$ cat src/rtl/video_timing_gen.sv
// rtl/video_timing_gen.sv - parametrised raster timing generator with run-time mode reload
module video_timing_gen #(
  parameter int CNT_W    = 11,
  parameter bit HS_POL   = 1'b0,
  parameter bit VS_POL   = 1'b0,
  parameter int H_SYNC   = 96,
  parameter int H_BP     = 48,
  parameter int H_ACTIVE = 640,
  parameter int H_FP     = 16,
  parameter int V_SYNC   = 2,
  parameter int V_BP     = 33,
  parameter int V_ACTIVE = 480,
  parameter int V_FP     = 10
) (
  input  logic               i_clk,
  input  logic               i_reset,
  input  logic               i_ce,
  input  logic [4*CNT_W-1:0] i_cfg_h,
  input  logic [4*CNT_W-1:0] i_cfg_v,
  input  logic               i_cfg_valid,
  output logic               o_cfg_ready,
  output logic               o_cfg_err,
  output logic               o_hs,
  output logic               o_vs,
  output logic               o_de,
  output logic [CNT_W-1:0]   o_px,
  output logic [CNT_W-1:0]   o_py,
  output logic               o_sol,
  output logic               o_sof
);

  localparam logic [CNT_W-1:0] DEF_H_SYNC = CNT_W'(H_SYNC);
  localparam logic [CNT_W-1:0] DEF_H_BP   = CNT_W'(H_BP);
  localparam logic [CNT_W-1:0] DEF_H_ACT  = CNT_W'(H_ACTIVE);
  localparam logic [CNT_W-1:0] DEF_H_FP   = CNT_W'(H_FP);
  localparam logic [CNT_W-1:0] DEF_V_SYNC = CNT_W'(V_SYNC);
  localparam logic [CNT_W-1:0] DEF_V_BP   = CNT_W'(V_BP);
  localparam logic [CNT_W-1:0] DEF_V_ACT  = CNT_W'(V_ACTIVE);
  localparam logic [CNT_W-1:0] DEF_V_FP   = CNT_W'(V_FP);

  // Largest total a counter of CNT_W bits can reach (counts 0..TOT-1).
  localparam logic [CNT_W+1:0] TOT_MAX = {2'b00, {CNT_W{1'b1}}};

  // Active mode registers: the only source for all timing arithmetic.
  logic [CNT_W-1:0] h_sync, h_bp, h_act, h_fp;
  logic [CNT_W-1:0] v_sync, v_bp, v_act, v_fp;

  // Accepted mode waiting for the next frame boundary.
  logic [4*CNT_W-1:0] pend_h, pend_v;
  logic               pend_valid;
  logic               cfg_ready;
  logic               cfg_err;

  logic [CNT_W-1:0] hcnt, vcnt;

  // Segment boundaries derived from the active mode.
  logic [CNT_W-1:0] h_act_start, h_act_end, h_last;
  logic [CNT_W-1:0] v_act_start, v_act_end, v_last;
  logic             h_at_end, v_at_end, frame_end;
  logic             hact, vact;

  // Fields of the offered mode, and its legality.
  logic [CNT_W-1:0] in_h_sync, in_h_bp, in_h_act, in_h_fp;
  logic [CNT_W-1:0] in_v_sync, in_v_bp, in_v_act, in_v_fp;
  logic [CNT_W+1:0] in_h_tot, in_v_tot;
  logic             in_ok;
  logic             xfer;

  assign h_act_start = h_sync + h_bp;
  assign h_act_end   = h_act_start + h_act;
  assign h_last      = h_act_end + h_fp - CNT_W'(1);
  assign v_act_start = v_sync + v_bp;
  assign v_act_end   = v_act_start + v_act;
  assign v_last      = v_act_end + v_fp - CNT_W'(1);

  assign h_at_end  = (hcnt == h_last);
  assign v_at_end  = (vcnt == v_last);
  assign frame_end = i_ce && h_at_end && v_at_end;

  assign hact = (hcnt >= h_act_start) && (hcnt < h_act_end);
  assign vact = (vcnt >= v_act_start) && (vcnt < v_act_end);

  assign in_h_sync = i_cfg_h[4*CNT_W-1 -: CNT_W];
  assign in_h_bp   = i_cfg_h[3*CNT_W-1 -: CNT_W];
  assign in_h_act  = i_cfg_h[2*CNT_W-1 -: CNT_W];
  assign in_h_fp   = i_cfg_h[CNT_W-1:0];
  assign in_v_sync = i_cfg_v[4*CNT_W-1 -: CNT_W];
  assign in_v_bp   = i_cfg_v[3*CNT_W-1 -: CNT_W];
  assign in_v_act  = i_cfg_v[2*CNT_W-1 -: CNT_W];
  assign in_v_fp   = i_cfg_v[CNT_W-1:0];

  // Two guard bits so the sum of four CNT_W fields cannot wrap.
  assign in_h_tot = (CNT_W+2)'(in_h_sync) + (CNT_W+2)'(in_h_bp)
                  + (CNT_W+2)'(in_h_act)  + (CNT_W+2)'(in_h_fp);
  assign in_v_tot = (CNT_W+2)'(in_v_sync) + (CNT_W+2)'(in_v_bp)
                  + (CNT_W+2)'(in_v_act)  + (CNT_W+2)'(in_v_fp);

  assign in_ok = (in_h_sync != '0) && (in_h_act != '0)
              && (in_v_sync != '0) && (in_v_act != '0)
              && (in_h_tot <= TOT_MAX) && (in_v_tot <= TOT_MAX);

  assign xfer = i_cfg_valid && cfg_ready;

  assign o_cfg_ready = cfg_ready;
  assign o_cfg_err   = cfg_err;

  // Mode handshake: store a legal offer as pending, load it at the end of the frame.
  always_ff @(posedge i_clk or posedge i_reset) begin
    if (i_reset) begin
      h_sync     <= DEF_H_SYNC;
      h_bp       <= DEF_H_BP;
      h_act      <= DEF_H_ACT;
      h_fp       <= DEF_H_FP;
      v_sync     <= DEF_V_SYNC;
      v_bp       <= DEF_V_BP;
      v_act      <= DEF_V_ACT;
      v_fp       <= DEF_V_FP;
      pend_h     <= '0;
      pend_v     <= '0;
      pend_valid <= 1'b0;
      cfg_ready  <= 1'b1;
      cfg_err    <= 1'b0;
    end else begin
      cfg_err <= xfer && !in_ok;
      // Only a mode that was already pending is applied; an offer taken in the
      // same cycle waits for the next frame boundary.
      if (frame_end && pend_valid) begin
        h_sync     <= pend_h[4*CNT_W-1 -: CNT_W];
        h_bp       <= pend_h[3*CNT_W-1 -: CNT_W];
        h_act      <= pend_h[2*CNT_W-1 -: CNT_W];
        h_fp       <= pend_h[CNT_W-1:0];
        v_sync     <= pend_v[4*CNT_W-1 -: CNT_W];
        v_bp       <= pend_v[3*CNT_W-1 -: CNT_W];
        v_act      <= pend_v[2*CNT_W-1 -: CNT_W];
        v_fp       <= pend_v[CNT_W-1:0];
        pend_valid <= 1'b0;
        cfg_ready  <= 1'b1;
      end
      // A transfer needs cfg_ready, which is never set while a mode is pending,
      // so this cannot collide with the apply above.
      if (xfer && in_ok) begin
        pend_h     <= i_cfg_h;
        pend_v     <= i_cfg_v;
        pend_valid <= 1'b1;
        cfg_ready  <= 1'b0;
      end
    end
  end

  // Raster counters, advancing on pixel enables and wrapping at the mode totals.
  always_ff @(posedge i_clk or posedge i_reset) begin
    if (i_reset) begin
      hcnt <= '0;
      vcnt <= '0;
    end else if (i_ce) begin
      if (h_at_end) begin
        hcnt <= '0;
        vcnt <= v_at_end ? '0 : vcnt + CNT_W'(1);
      end else begin
        hcnt <= hcnt + CNT_W'(1);
      end
    end
  end

  // Registered outputs, one pixel behind the counters; strobes last one clock.
  always_ff @(posedge i_clk or posedge i_reset) begin
    if (i_reset) begin
      o_hs  <= ~HS_POL;
      o_vs  <= ~VS_POL;
      o_de  <= 1'b0;
      o_px  <= '0;
      o_py  <= '0;
      o_sol <= 1'b0;
      o_sof <= 1'b0;
    end else begin
      o_sol <= i_ce && (hcnt == '0);
      o_sof <= i_ce && (hcnt == '0) && (vcnt == '0);
      if (i_ce) begin
        o_hs <= (hcnt < h_sync) ? HS_POL : ~HS_POL;
        o_vs <= (vcnt < v_sync) ? VS_POL : ~VS_POL;
        o_de <= hact && vact;
        o_px <= hact ? hcnt - h_act_start : '0;
        o_py <= vact ? vcnt - v_act_start : '0;
      end
    end
  end

endmodule
$ cat config.mk
export PLATFORM = sky130hd
export DESIGN_NAME = video_timing_gen
export DESIGN_NICKNAME = d
export VERILOG_FILES = /design/src/rtl/video_timing_gen.sv
export SDC_FILE = /design/constraint.sdc
export NUM_CORES = 1
export LEC_CHECK = 0
export ABC_AREA = 0
export CAP_MARGIN = 15
export CORE_ASPECT_RATIO = 1.4
export CORE_UTILIZATION = 45
export DETAILED_ROUTE_END_ITERATION = 16
export HOLD_SLACK_MARGIN = 0.02
export MAX_ROUTING_LAYER = met4
export PLACE_DENSITY_LB_ADDON = 0.05
export SLEW_MARGIN = 10
export SYNTH_ARGS = -nofsm -noshare
export SYNTH_HDL_FRONTEND = slang
export SYNTH_SLANG_ARGS = --single-unit
$ cat constraint.sdc
create_clock -name i_clk -period 17.1 [get_ports i_clk]
set_clock_uncertainty 0.05 [all_clocks]
set_input_delay 2.565 -clock i_clk [delete_from_list [all_inputs] [get_ports i_clk]]
set_output_delay 2.565 -clock i_clk [all_outputs]
set_load 0.05 [all_outputs]
==> results of run 1 <==
## metrics by stage
stage | hold WS [ps] | total power [uW]
floorplan | 400.1 | 1010
global placement | 415.8 | 1155
detailed placement | 416.9 | 1166
CTS | 427.4 | 1720
global route | 456.4 | 1794
finish | 423.6 | 1693
## logic make-up (layout without fill, tap and decap cells)
logic type               Yosys count  count (layout)
AND/OR/NAND/NOR                  251             251
AO/OA/AOI/OAI                    265             265
buffers and inverters            173             311
flip-flops                       228             228
adder cells (fa/ha/maj)          217             217
XOR/XNOR                          91              91
multiplexers                     180             180
## state kept, by name, indices dropped and copies added (netlist names), 11 cells and up
register  count
v_fp         11
o_px         11
h_sync       11
hcnt         11
h_bp         11
v_bp         11
pend_h       44
v_sync       11
h_act        11
o_py         11
pend_v       44
h_fp         11
vcnt         11
v_act        11
## power groups by stage
stage | combinational, uW | sequential [uW] | clock, uW
6_report | 408 | 742 | 543
5_1_grt | 456 | 757 | 581
4_1_cts | 412 | 747 | 561
3_5_place_dp | 410 | 757 | 0
3_3_place_gp | 400 | 754 | 0
2_1_floorplan | 285 | 725 | 0
## worst reg2reg max path: stages, from the launching register on
cell and delay [ps]:
dfrtp_1 360, ha_1 170, inv_1 60, fa_1 560, inv_1 100, ha_1 290
a21o_1 180, a21oi_1 210, o21bai_1 90, a21oi_1 240, o21bai_1 90, a21oi_1 230
o21bai_1 100, a21oi_1 170, xor2_1 240, ha_1 270, inv_1 60, ha_1 270
and2_1 150, o21ai_0 140, o31ai_1 90, nor3_1 360, o21ai_0 170, mux2_2 320
and2_1 170, or4b_4 390, buf_4 820, mux2_2 510
## final timing paths
check	depth (start not counted)	slack (ps)	end	start
worst max register to register	27	10140	h_sync[0]$_DFFE_PP0P_	h_sync[0]$_DFFE_PP0P_
worst max-delay path	27	10140	h_sync[0]$_DFFE_PP0P_	h_sync[0]$_DFFE_PP0P_
min in group asynchronous	2	2450	o_py[1]$_DFFE_PP0P_	i_reset
worst min-delay path	2	420	o_cfg_ready$_DFFE_PP1P_	o_cfg_ready$_DFFE_PP1P_
worst min register to register	2	420	o_cfg_ready$_DFFE_PP1P_	o_cfg_ready$_DFFE_PP1P_
max in group asynchronous	4	12370	pend_h[4]$_DFFE_PP0P_	i_reset
## cells in the final DEF, fill, tap and decap left out, types with 4 or more instances in the layout
cell type and count:
o2111ai_1 4, nor2_1 42, nor3_1 24, xor2_1 33, nor2b_1 13, o31ai_1 14, or2_2 5, a211oi_1 7
dfrtp_1 209, nand2b_1 14, o21bai_1 16, ha_1 164, a21o_1 42, dfstp_2 19, nand4_1 17, clkinv_2 4
clkbuf_1 11, nor4_1 20, inv_1 134, fa_1 52, and2_1 5, buf_4 8, mux2_2 168, xnor2_1 56
o21ai_0 42, nand2_1 54, clkbuf_16 26, o22ai_1 5, a31oi_1 5, nand3b_1 4, a21oi_1 58, mux2_4 9
o2bb2ai_1 17, o21a_1 14, clkdlybuf4s50_1 120, a2bb2oi_1 9, and3_1 11, nand3_1 26, o211ai_1 7
## layout make-up
type	instances	area, sq um
tap	451	564.3
clock inverter	8	81.33
fill	3172	16040
timing repair buffer	128	1261
sequential	228	5729
clock buffer	40	733.2
multi-input combinational	1004	9110
inverter	135	514.2
## routing by layer
layer  up-vias  track usage (%)  part of all wire, %
met3        79            2.039                  2.1
met1      5301            24.75                   37
met2       143            44.89                   56
met4         0            10.67                  4.4
met5         -                -                    0
li1       5239                -                    -
==> summary.txt, run 1 <==
Run status
  – Run status: completed

Synthesis
  – Asr flop ratio synth: 100.0%
  – Synth Area in Adders: 20.02%
  – Post-synth top area share: 33.74%
  – Mux cell area share after synthesis: 13.27%
  – Syn Inst Count: 1405
  – Largest family of logic cells by synthesized area: adder cells
  – Count leader, synth: dfrtp_1
  – #FFs+latches synth: 228
  – Top cell type by total area after synthesis: dfrtp_1
  – XOR/XNOR Fraction of Synth Area: 5.319%
  – Sequential area share after synthesis: 36.96%
  – Mapped Area: 15500 sq um
  – Compound-Gate Fraction of Synth Area: 11.66%
  – Number of enable flip-flop cells after synthesis: 0
  – Main synth FF type: dfrtp_1
  – Synth Warn #: 0
  – Synth cell count leaders: dfrtp_1, mux2_2, ha_1
  – Syn_nets: 1713
  – Largest cells by area after synthesis: dfrtp_1, ha_1, mux2_2
  – Average size of a mapped cell: 11.03 sq um
  – Simple-gate share of the synthesized area: 8.426%
  – Synth cell types: 67

Drt
  – Initial DRC Count: 436
  – Via density: 5.397
  – WL/cell: 19.84 microns
  – Final WL: 39560 microns
  – Post-route ant nets: 0
  – First-pass DRT Iterations: 4
  – DRC viols: 0
  – Via count: 10760

Power and ir drop
  – Combinational power share: 24.1%
  – Worst VDD drop: 84.03 uV
  – Sw Share: 30.88%
  – Part of the power in registers: 43.8%
  – Leakage: 0.008243 uW
  – Net Sw Power: 522.8 uW
  – Cell internal pwr: 1170 uW
  – Pwr/cell area: 94.08 nW/um^2
  – Clock power share: 32.1%

Clock tree
  – H-tree levels: 1
  – Clk slew on worst S/H paths: 60 ps
  – Total CTS buffers: 26
  – CTS tree: yes
  – Clock Path Buffers: 3
  – Clock sink count: 228
  – Setup bufs post-CTS: 0
  – Hold Buf Count CTS: 0
  – Worst-Skew Late Latency: 560 ps
  – Resized cells post-CTS: 0
  – Clock root cell: clkbuf_16

Floorplan
  – Die H: 221.6 microns
  – Die area: 35210 sq um
  – Die width: 158.9 microns
  – # IOs: 121
  – Core area: 34030 sq um
  – Initial Util: 45.55%
  – FP Rows: 80

Timing
  – Worst slew pin tran: 1035 ps
  – RSZ-0062 raised after global routing: no
  – Pins Over Slew Limit: 0
  – Max Freq: 143.7 MHz
  – Setup TNS Final: 0 ps
  – Tcrit/Tclk final: 40.70%
  – Finish-stage setup viols: 0
  – Final Hold Viols: 0
  – Setup slack after layout: 10140 ps
  – Post-layout min period: 6960 ps
  – Slew headroom: 31.00%

Worst setup path
  – Data arrival, critical path: 7340 ps
  – Slowest cell on crit path: buf_4
  – Worst Path Required: 17480 ps
  – Cell type group with the largest total delay on the critical path: compound AO/OA/AOI/OAI gates
  – CP bufs+invs: 4
  – CP Class: register to register
  – Crit path largest cell delay: 820 ps
  – CP Capture Type: register
  – Largest fanout on the critical path: 74
  – CP Launch Type: register

Hold path
  – Worst Hold Class: register to register

Placed design
  – Placed insts: 1946
  – DP Area: 17180 sq um
  – Worst slack, placed: 9957 ps
  – DP HPWL: 31050 microns
  – Placer congestion estimate: 0.8551
  – Port Buffers: 120

Finish
  – Layout area overhead: 16.07%
  – Non-Filler Instances: 1994
  – Layout cells sized above 1: 16.40%
  – Fin util: 52.87%
  – Nets: 1831
  – Antenna cells: 0
  – Finished Cell Area: 17990 sq um

Global routing
  – First-pass GRT wire length: 62470 microns
  – Initial antenna violation count: 0
  – Total GRT Usage: 23.73%
  – Vias in the first global route: 11070
  – GRT Residual Overflow: 0
  – Largest net degree at the start of global routing: 100

Job
  – Max-cap violation count: 0
Power figures use the tool's default switching activity.
==> inputs of run 2 (changes only) <==
- clock period: 17.1 -> 6.3 ns (I/O delays scaled with it)
==> run 2 against run 1 <==
- via count is 1.8% higher
- non-clock buffer count is 11 higher
- die area stayed put
- largest power group unchanged
- core utilization is 0.81 points higher
- register-to-register slack worse by 9800 ps
- routed wire length is 0.79% higher
- design area is 1.5% higher
- combinational power grew to 2.7 times the previous value
- sequential share of layout area is 0.48 points lower
- sequential cell count stayed put
- total power grew to 2.8 times the previous value
- critical path depth is 4 lower
- critical path type unchanged
==> summary.txt, run 2 (synthesized netlist as in run 1, its figures left out) <==
Run status
  – Run status: completed

Timing
  – Slew headroom: 50.34% (+19 points)
  – Max Freq: 166.9 MHz (+16%)
  – Post-layout min period: 5990 ps (-970.2 ps)
  – Finish-stage setup viols: 0 (unchanged)
  – Worst slew pin tran: 738.0 ps (-296.9 ps)
  – Pins Over Slew Limit: 0 (unchanged)
  – RSZ-0062 raised after global routing: yes
  – Final Hold Viols: 0 (unchanged)
  – Minimum hold slack: 434.9 ps (+11.31 ps)
  – Tcrit/Tclk final: 95.08% (+54 points)

Worst setup path
  – Slowest cell on crit path: or4b_4
  – Crit Reg-Reg Endpoint: v_fp[7]$_DFFE_PP0P_
  – Internal reg-to-reg setup slack: 310 ps (-9830 ps)
  – Crit path largest cell delay: 610 ps (-210 ps)
  – CP Launch Point: v_sync[1]$_DFFE_PP1P_
  – Largest fanout on the critical path: 25 (-66%)
  – CP cell instances: ha_1, a21o_1, a21oi_1, o21bai_1, a21oi_1, o21bai_1, a21oi_1, xnor2_1, ha_1, or4_1, o22ai_2, xnor2_1, ha_1, inv_1, ha_1, nand4b_1, o22ai_1, xnor2_1, nor4_2, nand4_1, or4b_4, clkbuf_16, mux2_4
  – Worst Path Required: 6690 ps (-10790 ps)
  – CP Capture Point: v_fp[7]$_DFFE_PP0P_
  – R2r startpoint: v_sync[1]$_DFFE_PP1P_
  – CP Capture Type: register
  – Most common cell on crit path: ha_1
  – CP Class: register to register
  – R2R depth: 23 (-15%)
  – Data arrival, critical path: 6380 ps (-960 ps)
  – CP Launch Type: register

Drt
  – Final WL: 39880 microns (+0.79%)
  – Via count: 10960 (+1.8%)
  – First-pass DRT Iterations: 5 (+1)
  – Initial DRC Count: 544 (+25%)
  – DRC viols: 0 (unchanged)
  – Post-route ant nets: 0 (unchanged)
  – Via density: 5.464 (+1.2%)
  – WL/cell: 19.89 microns (+0.24%)

Finish
  – Top Registers: pend_h x44, pend_v x44
  – Antenna cells: 0 (unchanged)
  – Fillers: 3060 (-3.5%)
  – Layout cells sized above 1: 18.08% (+1.7 points)
  – Nets: 1842 (+0.60%)
  – Most frequent cells in the layout: dfrtp_1, mux2_2, ha_1
  – Commonest non-fill, non-tap cell in the layout: dfrtp_1
  – Layout area overhead: 17.85%

Power and ir drop
  – Clock power share: 32.7% (+0.6 points)
  – Net Sw Power: 1455 uW (+180%)
  – Overall Power: 4672 uW (+180%)
  – Sw Share: 31.14% (+0.25 points)
  – Pwr/cell area: 255.7 nW/um^2 (+170%)
  – Cell internal pwr: 3217 uW (+170%)
  – Part of the power in registers: 43.5% (-0.3 points)
  – Leakage: 0.008396 uW (+1.9%)
  – Combinational power share: 23.8% (-0.3 points)
  – Worst VDD drop: 205.8 uV (+140%)

Clock tree
  – Clock Path Buffers: 3 (unchanged)
  – Clk slew on worst S/H paths: 60 ps (about the same)
  – Clock sink count: 228 (unchanged)
  – CTS tree: yes
  – Total CTS buffers: 26 (unchanged)
  – Clock root cell: clkbuf_16
  – H-tree levels: 1 (unchanged)
  – Worst-Skew Late Latency: 560 ps (about the same)

Global routing
  – GRT Residual Overflow: 0 (unchanged)
  – Initial antenna violation count: 0 (unchanged)
  – Vias in the first global route: 11140 (+0.66%)
  – First-pass GRT wire length: 61510 microns (-1.5%)
  – Total GRT Usage: 23.44% (-0.29 points)
  – Largest net degree at the start of global routing: 117 (+17%)

Floorplan
  – Die area: 35210 sq um (unchanged)
  – # IOs: 121 (unchanged)
  – Initial Util: 45.55% (unchanged)
  – Core area: 34030 sq um (unchanged)
  – Die width: 158.9 microns (unchanged)
  – Die H: 221.6 microns (unchanged)
  – FP Rows: 80 (unchanged)

Placed design
  – DP HPWL: 31320 microns (+0.88%)
  – Placer congestion estimate: 0.8874 (+3.8%)
  – Port Buffers: 120 (unchanged)

Job
  – Max-cap violation count: 0 (unchanged)

Hold path
  – Worst Hold Class: register to register
==> run 2: cell count changes in the layout (fill, tap and decap cells not counted), moves of 2 or more <==
cell,change
clkbuf_1,-8
a21oi_1,-3
buf_4,+4
a21oi_2,+3
inv_6,+2
clkbuf_8,+7
buf_12,+5
==> run 2: layout make-up <==
class                      instances  area (sq um)  share of cell area (%)
tap                              451         564.3                   3.089
clock buffer                      39         799.5                   4.376
multi-input combinational       1004          9153                   50.10
timing repair buffer             139          1444                   7.903
sequential                       228          5729                   31.36
clock inverter                     9         70.07                  0.3835
inverter                         135         510.5                   2.794
==> run 2: power groups by stage <==
| stage | combinational (uW) | sequential, uW | clock (uW) |
|---|---|---|---|
| global route | 1240 | 2070 | 1630 |
| detailed placement | 1110 | 2070 | 0 |
| CTS | 1120 | 2050 | 1570 |
| global placement | 1080 | 2070 | 0 |
| finish | 1110 | 2030 | 1530 |
| floorplan | 774 | 1970 | 0 |
==> run 2: repair_timing <==
action | CTS | global route
endpoints found under the setup margin | 0 | 99
hold endpoints to repair | 0 | 0
gates resized for setup | 0 | 10
hold buffers | 0 | 0
setup buffers | 0 | 4
==> run 2: how the worst min path moves through the flow <==
stage | startpoint | to | slack [ps] | cells after the start
3_3_place_gp | pend_valid$_DFFE_PP0P_ | pend_valid$_DFFE_PP0P_ | 420 | 1
6_report | o_px[5]$_DFFE_PP0P_ | o_px[5]$_DFFE_PP0P_ | 430 | 2
3_5_place_dp | o_px[1]$_DFFE_PP0P_ | o_px[1]$_DFFE_PP0P_ | 420 | 2
5_1_grt | o_py[5]$_DFFE_PP0P_ | o_py[5]$_DFFE_PP0P_ | 460 | 1
4_1_cts | o_px[9]$_DFFE_PP0P_ | o_px[9]$_DFFE_PP0P_ | 440 | 2
2_1_floorplan | pend_valid$_DFFE_PP0P_ | pend_valid$_DFFE_PP0P_ | 400 | 1
==> run 2: worst max-delay path: cells and delay by family, from the launching register on <==
family / cells / cell delay [ps]
AOI/OAI and AO/OA: 8 / 1380
and+or+nand+nor: 5 / 1890
muxes: 1 / 310
xor gates and xnor gates: 3 / 390
adders and majority gates: 4 / 970
buffers and inverters: 2 / 300
DFF: 1 / 590
==> run 2: metal layers <==
layer	GRT usage (%)	vias up	share of wire (%)	wire, microns
li1	-	5261	-	-
met2	45.13	174	57	22770
met5	-	-	0	0
met4	10.11	0	4.1	1645
met1	23.65	5445	36	14350
met3	2.469	75	2.8	1115
==> run 2: stage by stage <==
step / setup slack, ps / util (%) / cells / setup TNS (ps) / area [sq um]
4_1_cts: 45.97 / 53.37 / 2000 / 0 / 18160
3_3_place_gp: 200.5 / 50.82 / 1952 / 0 / 17300
6_report: 310.1 / 53.68 / 2005 / 0 / 18270
2_1_floorplan: 536.1 / - / 1405 / 0 / 15510
3_5_place_dp: 86.12 / 50.82 / 1952 / 0 / 17300
5_1_grt: -43.23 / 53.68 / 2005 / -354.0 / 18270
